--- src/rtl/cycle_sequencer_if.sv ---
// Request/strobe bundle between the cycle sequencer and the datapath it paces.
//   master modport : sequencer side (requests in, strobes/status out)
//   slave modport  : datapath side (requests out, strobes/status in)
// Signals: halt_req, wake, branch_req, skip_req (requests);
//          en_pc, en_imem, en_alu, en_regs, phase, nop_insert, sleeping (status);
//          retired (only when RETIRE_COUNT_EN is defined).
interface cycle_sequencer_if;
    logic        halt_req;
    logic        wake;
    logic        branch_req;
    logic        skip_req;
    logic        en_pc;
    logic        en_imem;
    logic        en_alu;
    logic        en_regs;
    logic [1:0]  phase;
    logic        nop_insert;
    logic        sleeping;
`ifdef RETIRE_COUNT_EN
    logic [15:0] retired;

    modport master (
        input  halt_req, wake, branch_req, skip_req,
        output en_pc, en_imem, en_alu, en_regs, phase, nop_insert, sleeping, retired
    );

    modport slave (
        output halt_req, wake, branch_req, skip_req,
        input  en_pc, en_imem, en_alu, en_regs, phase, nop_insert, sleeping, retired
    );
`else
    modport master (
        input  halt_req, wake, branch_req, skip_req,
        output en_pc, en_imem, en_alu, en_regs, phase, nop_insert, sleeping
    );

    modport slave (
        output halt_req, wake, branch_req, skip_req,
        input  en_pc, en_imem, en_alu, en_regs, phase, nop_insert, sleeping
    );
`endif
endinterface

--- src/rtl/cycle_sequencer.sv ---
// Four-phase instruction cycle sequencer.
// Each instruction cycle is four master_clk phases; one strobe per phase
// (en_pc, en_imem, en_alu, en_regs). Branches and skips turn the following
// instruction into a NOP (FLUSH: fetch strobes only); halt_req enters SLEEP
// until wake.
// Ports:
//   master_clk : clock, all state changes on its rising edge
//   reset      : asynchronous active-high reset
//   bus        : cycle_sequencer_if.master (requests in, strobes/status out)
// Optional feature: define RETIRE_COUNT_EN to add the 16-bit retired counter.
module cycle_sequencer (
    input  logic              master_clk,
    input  logic              reset,
    cycle_sequencer_if.master bus
);

    typedef enum logic [1:0] {
        StStartup,
        StRun,
        StFlush,
        StSleep
    } state_e;

    state_e     state_q, state_d;
    logic [1:0] phase_q, phase_d;
    logic       branch_pend_q, branch_pend_d;

    always_ff @(posedge master_clk or posedge reset) begin
        if (reset) begin
            state_q       <= StStartup;
            phase_q       <= 2'd0;
            branch_pend_q <= 1'b0;
        end else begin
            state_q       <= state_d;
            phase_q       <= phase_d;
            branch_pend_q <= branch_pend_d;
        end
    end

    always_comb begin
        state_d       = state_q;
        phase_d       = phase_q + 2'd1;
        branch_pend_d = branch_pend_q;

        // The pending branch only lives for the instruction that raised it.
        if (phase_q == 2'd3) begin
            branch_pend_d = 1'b0;
        end

        case (state_q)
            StStartup: begin
                if (phase_q == 2'd3) begin
                    state_d = StRun;
                end
            end
            StRun: begin
                if (phase_q == 2'd2) begin
                    branch_pend_d = bus.branch_req;
                end
                if (phase_q == 2'd3) begin
                    if (bus.halt_req) begin
                        state_d = StSleep;
                    end else if (branch_pend_q || bus.skip_req) begin
                        state_d = StFlush;
                    end else begin
                        state_d = StRun;
                    end
                end
            end
            StFlush: begin
                // branch_req/skip_req are deliberately not looked at here.
                if (phase_q == 2'd3) begin
                    state_d = bus.halt_req ? StSleep : StRun;
                end
            end
            StSleep: begin
                phase_d = 2'd0;
                if (bus.wake) begin
                    state_d = StRun;
                end
            end
            default: begin
                state_d = StStartup;
            end
        endcase
    end

    // Outputs come from registered state only, so no request input can glitch a strobe.
    always_comb begin
        bus.en_pc      = 1'b0;
        bus.en_imem    = 1'b0;
        bus.en_alu     = 1'b0;
        bus.en_regs    = 1'b0;
        bus.nop_insert = 1'b0;
        bus.sleeping   = 1'b0;
        bus.phase      = phase_q;

        case (state_q)
            StRun: begin
                bus.en_pc   = (phase_q == 2'd0);
                bus.en_imem = (phase_q == 2'd1);
                bus.en_alu  = (phase_q == 2'd2);
                bus.en_regs = (phase_q == 2'd3);
            end
            StFlush: begin
                bus.en_pc      = (phase_q == 2'd0);
                bus.en_imem    = (phase_q == 2'd1);
                bus.nop_insert = 1'b1;
            end
            StSleep: begin
                bus.sleeping = 1'b1;
            end
            default: begin
            end
        endcase
    end

`ifdef RETIRE_COUNT_EN
    logic [15:0] retired_q;

    // Counts instructions that actually executed; wraps naturally at 16 bits.
    always_ff @(posedge master_clk or posedge reset) begin
        if (reset) begin
            retired_q <= 16'd0;
        end else if (state_q == StRun && phase_q == 2'd3) begin
            retired_q <= retired_q + 16'd1;
        end
    end

    assign bus.retired = retired_q;
`endif

endmodule

--- src/flat_wrapper.sv ---
// flat-port wrapper written by rule: the top's interface ports become plain ports
module cycle_sequencer_flat 
  (master_clk, reset, bus_halt_req, bus_wake, bus_branch_req, bus_skip_req, bus_en_pc, bus_en_imem, bus_en_alu, bus_en_regs, bus_phase, bus_nop_insert, bus_sleeping);
  cycle_sequencer_if bus_i ();
  input  logic master_clk;
  input  logic reset;
  input wire logic [$bits(bus_i.halt_req)-1:0] bus_halt_req;
  input wire logic [$bits(bus_i.wake)-1:0] bus_wake;
  input wire logic [$bits(bus_i.branch_req)-1:0] bus_branch_req;
  input wire logic [$bits(bus_i.skip_req)-1:0] bus_skip_req;
  output wire logic [$bits(bus_i.en_pc)-1:0] bus_en_pc;
  output wire logic [$bits(bus_i.en_imem)-1:0] bus_en_imem;
  output wire logic [$bits(bus_i.en_alu)-1:0] bus_en_alu;
  output wire logic [$bits(bus_i.en_regs)-1:0] bus_en_regs;
  output wire logic [$bits(bus_i.phase)-1:0] bus_phase;
  output wire logic [$bits(bus_i.nop_insert)-1:0] bus_nop_insert;
  output wire logic [$bits(bus_i.sleeping)-1:0] bus_sleeping;
  assign bus_i.halt_req = bus_halt_req;
  assign bus_i.wake = bus_wake;
  assign bus_i.branch_req = bus_branch_req;
  assign bus_i.skip_req = bus_skip_req;
  assign bus_en_pc = bus_i.en_pc;
  assign bus_en_imem = bus_i.en_imem;
  assign bus_en_alu = bus_i.en_alu;
  assign bus_en_regs = bus_i.en_regs;
  assign bus_phase = bus_i.phase;
  assign bus_nop_insert = bus_i.nop_insert;
  assign bus_sleeping = bus_i.sleeping;
  cycle_sequencer u_core (.master_clk(master_clk), .reset(reset), .bus(bus_i));
endmodule
--- config.mk ---
export PLATFORM = sky130hd
export DESIGN_NAME = cycle_sequencer_flat
export DESIGN_NICKNAME = d
export VERILOG_FILES = /design/src/rtl/cycle_sequencer_if.sv /design/src/rtl/cycle_sequencer.sv /design/src/flat_wrapper.sv
export SDC_FILE = /design/constraint.sdc
export NUM_CORES = 1
export LEC_CHECK = 0
export CAP_MARGIN = 15
export CORE_AREA = 2 2 39 41
export CTS_CLUSTER_SIZE = 28
export DETAILED_ROUTE_END_ITERATION = 16
export DIE_AREA = 0 0 41 43
export DONT_BUFFER_PORTS = 1
export PLACE_DENSITY_LB_ADDON = 0.1
export SETUP_SLACK_MARGIN = 0.02
export SYNTH_ARGS = -nofsm -noshare
export SYNTH_HDL_FRONTEND = slang
export SYNTH_SLANG_ARGS = --single-unit
--- constraint.sdc ---
create_clock -name master_clk -period 2.2 [get_ports master_clk]
set_clock_uncertainty 0.15 [all_clocks]
set_input_delay 0.11 -clock master_clk [delete_from_list [all_inputs] [get_ports master_clk]]
set_output_delay 0.11 -clock master_clk [all_outputs]
set_load 0.02 [all_outputs]
Word-level counts from Yosys, hierarchy flattened
Index checks and enable logic that the tools add are counted.

Equality and inequality tests: 10. Reductions and logical operators: 5. Mux-type cells: 18. Add/sub/neg operators: 1.

Operators by type and width (count): 2-bit 2-to-1 mux (8); 1-bit 2-to-1 mux (9); 2-bit equality test (second input constant) (4); 2-bit one-hot mux with 4 select lines (1); 2-bit by 1-bit inequality test with 1-bit output (second input constant) (3); 2-bit by 1-bit equality test with 1-bit output (second input constant) (2); 2-bit logical NOT (2); 4-bit AND reduction (1); 2-bit by 1-bit adder with 2-bit output (second input constant) (1); 2-bit inequality test (second input constant) (1); 2-bit OR reduction (1); 1-bit logical OR (1).

Flip-flop bits (word level): 5. Word-level logic and storage cells: 37.

Logic depth before layout (Yosys ltp)
Word-level depth: 5. Mapped depth: 5. Mapped depth without buffers: 5.

Least setup slack after synthesis
Ideal clock, no wire load.

Kind: flip-flop to flip-flop. From: register u_core.state_q[0]. To: register u_core.state_q[0]. Setup slack: 0.581 ns. Cell stages (with the launch flop): 6. Period minus slack after synthesis: 1.619 ns. Arrival time: 1.344 ns. Required time: 1.925 ns. Library setup time: 0.125 ns. Path buffers: 0. Cells stage by stage: dfrtp_1 inv_1 ha_1 bufinv_8 a211o_1 mux2_2.

Cells in the longest elaborated chain, start to end: 3. Elaborated cells between the ends (all ways): 10. Classes of those cells: eq/ne (7); mux (1); reduce/logical (2).

Ends and longest elaborated chain: start, declared (RTL line cycle_sequencer.sv:24) `state_e state_q, state_d;`; start signal, assigned (RTL line cycle_sequencer.sv:30) `state_q <= StStartup;`; start signal, assigned (RTL line cycle_sequencer.sv:34) `state_q <= state_d;`; 2-bit equality test, or another cell as far along (RTL line cycle_sequencer.sv:50) `case (state_q)`; 2-bit by 1-bit inequality test with 1-bit output (no line) or 2-bit inequality test (tied branches); 4-bit AND reduction (no line).

Parallel ways exist; a longest one is shown, timed or not. A chain may end at the register's enable or synchronous reset.

Worst setup path after layout
Ends and elaborated chain as after synthesis.

==> flow_metrics.tcl <==
set metrics [dict create \
    max_freq_ghz 0.582 \
    fp.dieArea_um2 1760 \
    fill_cells 154 \
    route.detailed.drc 0 \
    critical_path_class "register to register" \
    start_kind "register" \
    grt_pass1_wl_mm 1.14 \
    grtUsageTotal 0.105 \
    yosys-top-cells-area "dfrtp_1 (31%), ha_1 (28%), and2_1 (6.2%), inv_1 (5.6%), bufinv_8 (4.3%)" \
    grt_overflow_total 0 \
    antenna_found_initial 0 \
    crit_arrival_ps 1710 \
    viasPerCell 4.36 \
    grtUsageMet2 0.153 \
    synth-edff-count 0 \
    synth_top_area_share 0.310 \
    cts_max_level 1 \
    placed_area_um2 424 \
    ios 14 \
    period_minus_slack_ps 1720 \
    drt-total-wl_um 755 \
    layout-drive-gt1-share 0.156 \
    dp_slack_ps 470 \
    cts_made_buffers 3 \
    cts_tree "yes" \
    top_usage_layer "met2" \
    worstPathRequired_ps 2190 \
    worstMarginPinSlew_ps 318 \
    final_util 0.340 \
    port_buffers 0 \
    synth_cell_type_count 18 \
    yosys_warnings 0 \
    synth_most_common_cell "ha_1" \
    ys_seq_area_frac 0.310 \
    die_w_um 41 \
    power_mw 0.751 \
    grt_pass1_vias 293 \
    place.gp.congestion 0.656 \
    core_um2 1380 \
    tns_ps 0 \
    avgRoutedWirePerCell_um 12.4 \
    start_util 0.292 \
    cts_num_sinks 5 \
    rsz0062_at_grt "false" \
    synth_area_leader_cell "dfrtp_1" \
    clockRootBuffer "clkbuf_4" \
    min_period_over_period 0.782 \
    p_leak_nw 0.243 \
    clkLatencyLatePin_ps 260 \
    firstDrtPassIters 2 \
    ys_ff_latch 5 \
    hold_class "input port to register" \
    status "finished, final reports clean" \
    cts_max_path_buffers 2 \
    hpwl_um 610 \
    p_per_area_nw_per_um2 1600 \
    floorplan.rows 14 \
    post_cts_buffers 0 \
    setup_slack_ps 480 \
    final_net_count 61 \
    syn-mean-instance-area_um2 10.4 \
    drt-initial-drc-count 4 \
    crit_fanout 4 \
    vdd_ir_drop_max_uv 504 \
    async_reset_ff_frac 1.00 \
    fin_area_um2 470 \
    synth_cells 39 \
    vias 266 \
    grt_use_met1 0.0984 \
    synth_flop_cell "dfrtp_1" \
    diodes 0 \
    setup_viol 0 \
    syn_area_um2 404 \
    syn2layout_area_growth_pct 16.4 \
    die_y_um 43 \
    grt_use_met3 0.0524 \
    slew_headroom 0.788 \
    clk_pin_slew_ps 50 \
    regArea_um2 125 \
    maxCapViolations 0 \
    maxSlewViolCount 0 \
    endpoint_kind "register" \
    synth_nets 54 \
    multi_input_area_um2 239 \
    final-hold-violation-count 0 \
    final_antenna_net_count 0 \
    yosys-top-cells-count "ha_1 (9), inv_1 (6), dfrtp_1 (5)" \
    grt_start_max_net_pins 7 \
]
==> final timing paths <==
| path | startpoint | end | slack, ps | cells after the start |
|---|---|---|---|---|
| worst max-delay path | u_core.state_q[0] | u_core.state_q[0] | 480 | 5 |
| worst min-delay path | bus_wake | u_core.state_q[1] | 5 | 2 |
| worst max register to register | u_core.state_q[0] | u_core.state_q[0] | 480 | 5 |
| worst min register to register | u_core.branch_pend_q | u_core.branch_pend_q | 410 | 2 |
| max in group asynchronous | reset | u_core.state_q[1] | 1670 | 2 |
| min in group asynchronous | reset | u_core.bus.phase[1] | 50 | 2 |
==> routing by layer <==
metal / vias up / routed length, um
met1: 115 / 306
met2: 12 / 352
met3: 3 / 68
met5: - / 0
li1: 136 / -
met4: 0 / 27
==> registers in the layout, indices dropped and copies added, names as in the netlist <==
signal                count
u_core.bus.phase          2
u_core.branch_pend_q      1
u_core.state_q            2
==> worst max-delay path: stages (launching register included) <==
cell	delay [ps]
dfrtp_1	390
inv_1	100
ha_1	310
bufinv_8	180
a211o_1	220
mux2_2	250
==> layout by cell type (no fill, tap or decap), types with 2 or more instances in the layout <==
cell type	netlist	final
clkbuf_4	0	3
dlygate4sd3_1	0	2
o21ai_0	2	2
inv_1	6	6
ha_1	9	9
and2_1	4	4
dfrtp_1	5	5
==> metrics by stage <==
stage | hold slack, ps | instances
after global placement | -238 | 55
after CTS | 4.67 | 61
final | 4.50 | 61
after global routing | 19.0 | 61
after detailed placement | -228 | 55
after floorplan | -261 | 39
==> cells by family (layout without fill, tap and decap cells) <==
kind of cell	Yosys count	count (layout)	share of synthesized area
muxes	2	2	0.0557
AOI/OAI and AO/OA	7	7	0.121
adders and majority gates	9	9	0.279
and+or+nand+nor	9	9	0.136
buffers and inverters	7	13	0.0991
DFF	5	5	0.310
==> layout make-up <==
class / count / share of cell area
Tap cell: 16 / 0.0426
Inverter: 7 / 0.0851
Multi-Input combinational cell: 27 / 0.508
Timing Repair Buffer: 2 / 0.0426
Sequential cell: 5 / 0.266
Clock buffer: 4 / 0.0559
==> timing repair <==
action | in CTS | in global routing
endpoints found under the hold margin | 6 | 0
hold buffers | 2 | 0
resized for setup | 0 | 0
==> power by group <==
| part | internal, mW | switching (mW) | total [mW] |
|---|---|---|---|
| Sequential | 0.136 | 0.0726 | 0.208 |
| Clock | 0.0692 | 0.0470 | 0.116 |
| Combinational | 0.207 | 0.219 | 0.426 |
| Total | 0.412 | 0.338 | 0.751 |
(Power assumes the default switching activity.)
